<file path="config.mk">
export PLATFORM = sky130hd
export DESIGN_NAME = sparc_decode_queue_flat
export DESIGN_NICKNAME = d
export VERILOG_FILES = /design/src/rtl/sparc_cu_pkg.sv /design/src/rtl/sparc_decode_queue_if.sv /design/src/rtl/sparc_decode_comb.sv /design/src/rtl/sparc_decode_queue.sv /design/src/flat_wrapper.sv
export SDC_FILE = /design/constraint.sdc
export NUM_CORES = 1
export LEC_CHECK = 0
export ABC_AREA = 1
export CAP_MARGIN = 20
export CORE_AREA = 2 2 58 60
export DETAILED_ROUTE_END_ITERATION = 10
export DIE_AREA = 0 0 60 62
export PLACE_DENSITY = 0.72
export SKIP_CTS_REPAIR_TIMING = 1
export SLEW_MARGIN = 20
export SYNTH_ARGS = -nofsm -noshare
export SYNTH_HDL_FRONTEND = slang
export SYNTH_SLANG_ARGS = --single-unit
</file>
<file path="constraint.sdc">
create_clock -name clk -period 1.55 [get_ports clk]
set_input_delay 0.155 -clock clk [delete_from_list [all_inputs] [get_ports clk]]
set_output_delay 0.155 -clock clk [all_outputs]
set_load 0.05 [all_outputs]
</file>
<file path="src/rtl/sparc_cu_pkg.sv">
// Shared control-unit definitions: SPARC V8 field constants, the fixed
// 5-bit next-state codes, field extraction helpers and the decode result
// record produced by the combinational decoder.
package sparc_cu_pkg;

    // Width of the literal state codes below; wider STATE_W zero-extends.
    localparam int CODE_W = 5;

    // Control-unit next-state codes.
    localparam logic [CODE_W-1:0] ST_BRANCH    = 5'd25;
    localparam logic [CODE_W-1:0] ST_SETHI     = 5'd9;
    localparam logic [CODE_W-1:0] ST_CALL      = 5'd10;
    localparam logic [CODE_W-1:0] ST_JMPL      = 5'd12;
    localparam logic [CODE_W-1:0] ST_ARITH_R   = 5'd5;
    localparam logic [CODE_W-1:0] ST_ARITH_I   = 5'd7;
    localparam logic [CODE_W-1:0] ST_ARITHCC_R = 5'd6;
    localparam logic [CODE_W-1:0] ST_ARITHCC_I = 5'd8;
    localparam logic [CODE_W-1:0] ST_LOAD_R    = 5'd16;
    localparam logic [CODE_W-1:0] ST_LOAD_I    = 5'd20;
    localparam logic [CODE_W-1:0] ST_STORE_R   = 5'd21;
    localparam logic [CODE_W-1:0] ST_STORE_I   = 5'd24;

    // Instruction format selector, bits [31:30].
    typedef enum logic [1:0] {
        OP_FMT2 = 2'b00,   // branches and sethi
        OP_CALL = 2'b01,   // call
        OP_ALU  = 2'b10,   // arithmetic, logic, shifts, jmpl
        OP_MEM  = 2'b11    // loads and stores
    } op_e;

    // op2 values for format-2 instructions.
    localparam logic [2:0] OP2_BICC  = 3'b010;
    localparam logic [2:0] OP2_SETHI = 3'b100;

    // op3 values for op=10.
    localparam logic [5:0] OP3_JMPL = 6'b111000;
    localparam logic [5:0] OP3_SLL  = 6'b100101;
    localparam logic [5:0] OP3_SRL  = 6'b100110;
    localparam logic [5:0] OP3_SRA  = 6'b100111;

    // op3 values for op=11 (integer loads).
    localparam logic [5:0] OP3_LD   = 6'b000000;
    localparam logic [5:0] OP3_LDUB = 6'b000001;
    localparam logic [5:0] OP3_LDUH = 6'b000010;
    localparam logic [5:0] OP3_LDD  = 6'b000011;
    localparam logic [5:0] OP3_LDSB = 6'b001001;
    localparam logic [5:0] OP3_LDSH = 6'b001010;

    // op3 values for op=11 (integer stores).
    localparam logic [5:0] OP3_ST   = 6'b000100;
    localparam logic [5:0] OP3_STB  = 6'b000101;
    localparam logic [5:0] OP3_STH  = 6'b000110;
    localparam logic [5:0] OP3_STD  = 6'b000111;

    // Decoder output: fixed-width code plus unrecognised-encoding flag.
    typedef struct packed {
        logic [CODE_W-1:0] state;
        logic              illegal;
    } decode_t;

    // Field extraction from the low 32 bits of an instruction word.
    function automatic op_e get_op(input logic [31:0] w);
        return op_e'(w[31:30]);
    endfunction

    function automatic logic [2:0] get_op2(input logic [31:0] w);
        return w[24:22];
    endfunction

    function automatic logic [5:0] get_op3(input logic [31:0] w);
        return w[24:19];
    endfunction

    function automatic logic get_i(input logic [31:0] w);
        return w[13];
    endfunction

endpackage

</file>
<file path="src/rtl/sparc_decode_queue_if.sv">
// Handshake bundle between the instruction register (master side) and the
// decode queue (slave side): input word channel, output state channel and
// occupancy.
interface sparc_decode_queue_if #(
    parameter int INSTR_W = 32,
    parameter int STATE_W = 5,
    parameter int DEPTH   = 2
) ();

    logic                     in_valid;
    logic                     in_ready;
    logic [INSTR_W-1:0]       instr;
    logic                     out_valid;
    logic                     out_ready;
    logic [STATE_W-1:0]       next_state;
    logic                     illegal;
    logic [$clog2(DEPTH):0]   count;

    // Producer of instruction words and consumer of decoded states.
    modport master (
        output in_valid,
        output instr,
        output out_ready,
        input  in_ready,
        input  out_valid,
        input  next_state,
        input  illegal,
        input  count
    );

    // The decode queue itself.
    modport slave (
        input  in_valid,
        input  instr,
        input  out_ready,
        output in_ready,
        output out_valid,
        output next_state,
        output illegal,
        output count
    );

endinterface

</file>
<file path="src/rtl/sparc_decode_comb.sv">
// Pure combinational SPARC V8 instruction decoder: maps an instruction word
// to a fixed-width control-unit state code and flags encodings it does not
// recognise (state is left at zero for those; the caller substitutes).
module sparc_decode_comb
    import sparc_cu_pkg::*;
#(
    parameter int INSTR_W = 32
) (
    input  logic [INSTR_W-1:0] instr_i,
    output decode_t            dec_o
);

    logic [31:0] word;
    op_e         op;
    logic [2:0]  op2;
    logic [5:0]  op3;
    logic        imm;

    // Fields sit at fixed V8 positions in the low 32 bits; any extra upper
    // bits carry no decode information.
    assign word = instr_i[31:0];
    assign op   = get_op(word);
    assign op2  = get_op2(word);
    assign op3  = get_op3(word);
    assign imm  = get_i(word);

    logic unused_instr_bits;
    assign unused_instr_bits = ^instr_i;

    // Decode op/op2/op3/i into a next-state code.
    always_comb begin
        // NOTE: every output gets a default before the case so no path leaves it unassigned (no latch).
        dec_o.state   = '0;
        dec_o.illegal = 1'b1;
        case (op)
            OP_FMT2: begin
                if (op2 == OP2_BICC) begin
                    dec_o.state   = ST_BRANCH;
                    dec_o.illegal = 1'b0;
                end else if (op2 == OP2_SETHI) begin
                    dec_o.state   = ST_SETHI;
                    dec_o.illegal = 1'b0;
                end
            end
            OP_CALL: begin
                dec_o.state   = ST_CALL;
                dec_o.illegal = 1'b0;
            end
            OP_ALU: begin
                if (op3 == OP3_JMPL) begin
                    dec_o.state   = ST_JMPL;
                    dec_o.illegal = 1'b0;
                end else if (op3 == OP3_SLL || op3 == OP3_SRL || op3 == OP3_SRA) begin
                    dec_o.state   = imm ? ST_ARITH_I : ST_ARITH_R;
                    dec_o.illegal = 1'b0;
                end else if (!op3[5] &&
                             (!op3[3] || op3[2:0] == 3'b000 || op3[2:0] == 3'b100)) begin
                    // op3[4] separates the condition-code-setting variants.
                    if (op3[4]) begin
                        dec_o.state = imm ? ST_ARITHCC_I : ST_ARITHCC_R;
                    end else begin
                        dec_o.state = imm ? ST_ARITH_I : ST_ARITH_R;
                    end
                    dec_o.illegal = 1'b0;
                end
            end
            OP_MEM: begin
                case (op3)
                    OP3_LD, OP3_LDUB, OP3_LDUH, OP3_LDD, OP3_LDSB, OP3_LDSH: begin
                        dec_o.state   = imm ? ST_LOAD_I : ST_LOAD_R;
                        dec_o.illegal = 1'b0;
                    end
                    OP3_ST, OP3_STB, OP3_STH, OP3_STD: begin
                        dec_o.state   = imm ? ST_STORE_I : ST_STORE_R;
                        dec_o.illegal = 1'b0;
                    end
                    default: begin
                        dec_o.state   = '0;
                        dec_o.illegal = 1'b1;
                    end
                endcase
            end
            default: begin
                dec_o.state   = '0;
                dec_o.illegal = 1'b1;
            end
        endcase
    end

endmodule

</file>
<file path="src/rtl/sparc_decode_queue.sv">
// Registered SPARC decode stage: decodes each accepted instruction word and
// buffers {next_state, illegal} in a DEPTH-entry FIFO with valid/ready
// handshakes on both sides. No combinational path from instr to next_state.
// Build option: define ILLEGAL_TRAP_EN to push ST_TRAP for unrecognised
// encodings; otherwise ST_FETCH is pushed. The illegal flag is set either way.
module sparc_decode_queue
    import sparc_cu_pkg::*;
#(
    parameter int INSTR_W  = 32,
    parameter int STATE_W  = 5,
    parameter int DEPTH    = 2,
    parameter int ST_FETCH = 0,
    parameter int ST_TRAP  = 31
) (
    input logic               clk,
    input logic               reset_n,
    sparc_decode_queue_if.slave bus
);

    localparam int PTR_W = $clog2(DEPTH);
    localparam int CNT_W = PTR_W + 1;

`ifdef ILLEGAL_TRAP_EN
    localparam logic [STATE_W-1:0] UNREC_CODE = STATE_W'(ST_TRAP);
`else
    localparam logic [STATE_W-1:0] UNREC_CODE = STATE_W'(ST_FETCH);
`endif

    typedef struct packed {
        logic [STATE_W-1:0] state;
        logic               illegal;
    } entry_t;

    decode_t           dec;
    entry_t            push_entry;
    entry_t            head;
    entry_t            mem_q [DEPTH];
    logic [PTR_W-1:0]  wr_ptr_q, wr_ptr_d;
    logic [PTR_W-1:0]  rd_ptr_q, rd_ptr_d;
    logic [PTR_W-1:0]  head_idx;
    logic [CNT_W-1:0]  count_q, count_d;
    logic              push;
    logic              pop;
    logic              full;
    logic              empty;

    sparc_decode_comb #(
        .INSTR_W (INSTR_W)
    ) u_decode (
        .instr_i (bus.instr),
        .dec_o   (dec)
    );

    // Substitute the configured code for unrecognised encodings and widen.
    always_comb begin
        push_entry.illegal = dec.illegal;
        push_entry.state   = dec.illegal ? UNREC_CODE : STATE_W'(dec.state);
    end

    assign full  = (count_q == CNT_W'(DEPTH));
    assign empty = (count_q == '0);
    // A full queue refuses new words even when the head pops this cycle.
    assign push  = bus.in_valid && !full;
    assign pop   = !empty && bus.out_ready;

    // Pointer and occupancy next-state; pointers wrap naturally at DEPTH.
    always_comb begin
        wr_ptr_d = wr_ptr_q;
        rd_ptr_d = rd_ptr_q;
        count_d  = count_q;
        if (push) begin
            wr_ptr_d = wr_ptr_q + PTR_W'(1);
        end
        if (pop) begin
            rd_ptr_d = rd_ptr_q + PTR_W'(1);
        end
        case ({push, pop})
            2'b10:   count_d = count_q + CNT_W'(1);
            2'b01:   count_d = count_q - CNT_W'(1);
            default: count_d = count_q;
        endcase
    end

    // Pointer and occupancy registers.
    always_ff @(posedge clk or negedge reset_n) begin
        // NOTE: sequential state uses non-blocking assignment so every register samples pre-edge values.
        if (!reset_n) begin
            wr_ptr_q <= '0;
            rd_ptr_q <= '0;
            count_q  <= '0;
        end else begin
            wr_ptr_q <= wr_ptr_d;
            rd_ptr_q <= rd_ptr_d;
            count_q  <= count_d;
        end
    end

    // Entry storage; written at the write pointer on every accepted word.
    always_ff @(posedge clk or negedge reset_n) begin
        // NOTE: storage is reset because the output reads it directly and must show 0 after reset.
        if (!reset_n) begin
            for (int k = 0; k < DEPTH; k++) begin
                mem_q[k] <= '0;
            end
        end else if (push) begin
            mem_q[wr_ptr_q] <= push_entry;
        end
    end

    // When empty the slot just behind the read pointer still holds the last
    // popped entry (nothing writes there until the queue refills), so the
    // outputs keep that value instead of a stale older one.
    assign head_idx = empty ? (rd_ptr_q - PTR_W'(1)) : rd_ptr_q;
    assign head     = mem_q[head_idx];

    assign bus.in_ready   = !full;
    assign bus.out_valid  = !empty;
    assign bus.next_state = head.state;
    assign bus.illegal    = head.illegal;
    assign bus.count      = count_q;

endmodule
</file>
<file path="src/flat_wrapper.sv">
// flat-port wrapper written by rule: the top's interface ports become plain ports
module sparc_decode_queue_flat import sparc_cu_pkg::*;
#(
    parameter int INSTR_W  = 32,
    parameter int STATE_W  = 5,
    parameter int DEPTH    = 2,
    parameter int ST_FETCH = 0,
    parameter int ST_TRAP  = 31
)
  (clk, reset_n, bus_in_valid, bus_instr, bus_out_ready, bus_in_ready, bus_out_valid, bus_next_state, bus_illegal, bus_count);
  sparc_decode_queue_if #(.INSTR_W(INSTR_W), .STATE_W(STATE_W), .DEPTH(DEPTH)) bus_i ();
  input logic clk;
  input logic reset_n;
  input wire logic [$bits(bus_i.in_valid)-1:0] bus_in_valid;
  input wire logic [$bits(bus_i.instr)-1:0] bus_instr;
  input wire logic [$bits(bus_i.out_ready)-1:0] bus_out_ready;
  output wire logic [$bits(bus_i.in_ready)-1:0] bus_in_ready;
  output wire logic [$bits(bus_i.out_valid)-1:0] bus_out_valid;
  output wire logic [$bits(bus_i.next_state)-1:0] bus_next_state;
  output wire logic [$bits(bus_i.illegal)-1:0] bus_illegal;
  output wire logic [$bits(bus_i.count)-1:0] bus_count;
  assign bus_i.in_valid = bus_in_valid;
  assign bus_i.instr = bus_instr;
  assign bus_i.out_ready = bus_out_ready;
  assign bus_in_ready = bus_i.in_ready;
  assign bus_out_valid = bus_i.out_valid;
  assign bus_next_state = bus_i.next_state;
  assign bus_illegal = bus_i.illegal;
  assign bus_count = bus_i.count;
  sparc_decode_queue #(.INSTR_W(INSTR_W), .STATE_W(STATE_W), .DEPTH(DEPTH), .ST_FETCH(ST_FETCH), .ST_TRAP(ST_TRAP)) u_core (.clk(clk), .reset_n(reset_n), .bus(bus_i));
endmodule
</file>
==> run metrics <==
synth unique cells 24; syn nets 190; Die Wd 60 um; ys async rst share 1.00; synth top area cells dfrtp_1 (36%), nand2_1 (20%), inv_1 (5.4%); CP cell instances nor2_4, xor2_4, buf_12, mux2_4, buf_8; CTS buffer count 3; vias in the first global route 843; top post-synthesis cells by count nand2_1 (59), dfrtp_1 (16), inv_1 (16), nand3_1 (10), nor2_1 (10); Cells after DPL 230; Hold WC Path Type input port to async pin; Syn. warnings 0; top achievable clock speed about 0.54 GHz; area share of the largest cell type after synthesis 0.358; CP Class register to output pin; DRC marker count from the first detailed-route iteration 25; drt total wl 2300 um; Max Slew Vio Count 0; GRT overflow 0; Crit path largest cell delay 0.43 ns; Cells after Synth 151; via-per-instance ratio 4.39; Max-Cap Viols 0; Tcrit/Tclk final 1.18; drt wl/cell slightly below 10 um; Worst Path Buf+Inv 2; post-DP HPWL between 1500 and 2000 um; Final nets 230; Final min period 1.84 ns; initial core utilization 0.351; n_diodes 0; clk buf depth 2; I/O Buffers 22; worst-case headroom to the max-slew limit 0.818; Yosys top cell by area dfrtp_1; FP Rows 21; Post-synth EDFFs 0; register area share after synthesis 0.358; worst slew pin tran 0.271 ns; mean post-synth cell area 7.40 um^2; gpl congestion 0.799; CTS tree yes; final hold violations 0; PnR worst setup slack -0.286 ns; Top delay family on crit path flip-flops; Crit-path slowest cell dfrtp_2; Place WS -0.0811 ns; clk_lat worst skew 0.29 ns; Mapped Area roughly 0.0011 mm^2; violated checks negative setup slack; ANT nets after route 0; power per cell area 2010 mW/mm^2; Critical Path RT 1.39 ns; Max VDD drop ~480 uV; share of cells above drive strength 1 0.295; fin cells 236; status finished, violations left; initial antenna violation count 0; # clock sinks 16; Worst Skew 0.00230 ns; count leader, synth nand2_1; Crit. End Element output pin; drt first pass iters 4; LEAKAGE 0.827 nW; R2R Setup Slk -0.04 ns; unrepaired setup endpoints after global routing true; CTS root buffer clkbuf_4; Vert. Die Dim 62 um; synth-to-layout area growth 44.2%; clock-pin slew on the worst setup and hold paths 0.10 ns; DR DRC count 0; # setup viols final 7; CP Max Fanout 6; kind of start point of the critical path register; # IOs 46; Main synth FF type dfrtp_1; Data arrival, critical path 1.68 ns; via count of the routed design 1036; die area 0.00372 mm^2; GRT Total Usage 0.128; H-Tree Depth 1; flops & latches, synth 16; core footprint 0.00318 mm^2; Power, Total ~3.2 mW; first-pass GRT wire length approximately 3500 um; largest net degree at the start of global routing 17
[cell usage in the layout (no fill, tap or decap), types with 3 or more instances in the layout]
cell type        count
nand2_1             58
buf_4               15
inv_1               14
dfrtp_1             14
clkdlybuf4s50_1     12
nor2_1              10
nand3_1             10
mux2_4               5
inv_2                4
buf_6                4
nor2_4               3
nand2_2              3
o21ai_0              3
clkbuf_4             3
buf_12               3
[path summary, 6_finish.rpt]
| path | from | endpoint | depth (start not counted) |
|---|---|---|---|
| max | u_core.bus.count[1]$_DFFE_PN0P_ | bus_next_state[4] | 5 |
| min | reset_n | u_core.mem_q[3]$_DFFE_PN0P_ | 2 |
| max reg2reg | u_core.bus.count[1]$_DFFE_PN0P_ | u_core.bus.count[1]$_DFFE_PN0P_ | 9 |
| min reg2reg | u_core.mem_q[0]$_DFFE_PN0P_ | u_core.mem_q[0]$_DFFE_PN0P_ | 2 |
| max in group asynchronous | reset_n | u_core.bus.count[1]$_DFFE_PN0P_ | 2 |
| min in group clk | bus_out_ready | u_core.rd_ptr_q$_DFFE_PN0P_ | 3 |
[cells by family after synthesis]
| group | after synthesis | share of synthesized area |
|---|---|---|
| mux | 5 | 0.0504 |
| compound gates | 11 | 0.0571 |
| fa+ha+maj | 3 | 0.0336 |
| buf+inv | 19 | 0.0638 |
| flops | 16 | 0.358 |
| simple gates | 93 | 0.389 |
| xor+xnor | 4 | 0.0482 |
[per-stage QoR]
| stage | hold WS [ns] | TNS, ns | cell area, um^2 | util |
|---|---|---|---|---|
| after detailed placement | 0.466 | -0.374 | 1530 | 0.482 |
| after CTS | 0.178 | -1.99 | 1570 | 0.494 |
| after floorplan | -0.141 | -1.15 | 1160 | - |
| after global routing | 0.184 | -2.10 | 1610 | 0.507 |
| after global placement | 0.463 | -0.253 | 1530 | 0.482 |
| final | 0.172 | -1.63 | 1610 | 0.507 |
[registers in the layout, indices dropped and copies added (netlist names)]
| name | count |
|---|---|
| u_core.rd_ptr_q | 1 |
| u_core.mem_q | 12 |
| u_core.bus.count | 2 |
| u_core.wr_ptr_q | 1 |
[layout make-up]
cell class | instances | area [um^2]
Clock buffer | 4 | 36.3
Fill cell | 312 | 1570
Inverter | 19 | 75.1
Multi-Input combinational cell | 116 | 687
Sequential cell | 16 | 403
Tap cell | 46 | 57.6
Timing Repair Buffer | 35 | 353
[where the power goes]
| part | switching [mW] | total (mW) | internal [mW] |
|---|---|---|---|
| sequential | 0.112 | 0.713 | 0.601 |
| clock | 0.137 | 0.281 | 0.143 |
| combinational | 1.25 | 2.25 | 1.01 |
| total | 1.50 | 3.25 | 1.75 |
[layer usage]
layer / wire length [um] / vias up / part of all wire / GRT usage
met2: 1130 / 26 / 0.49 / 0.222
met4: 42 / 0 / 0.018 / 0.0667
met5: 0 / - / 0 / 0
met3: 92 / 4 / 0.040 / 0.0145
li1: - / 552 / - / -
met1: 1040 / 454 / 0.45 / 0.156
Power figures use the tool's default switching activity.
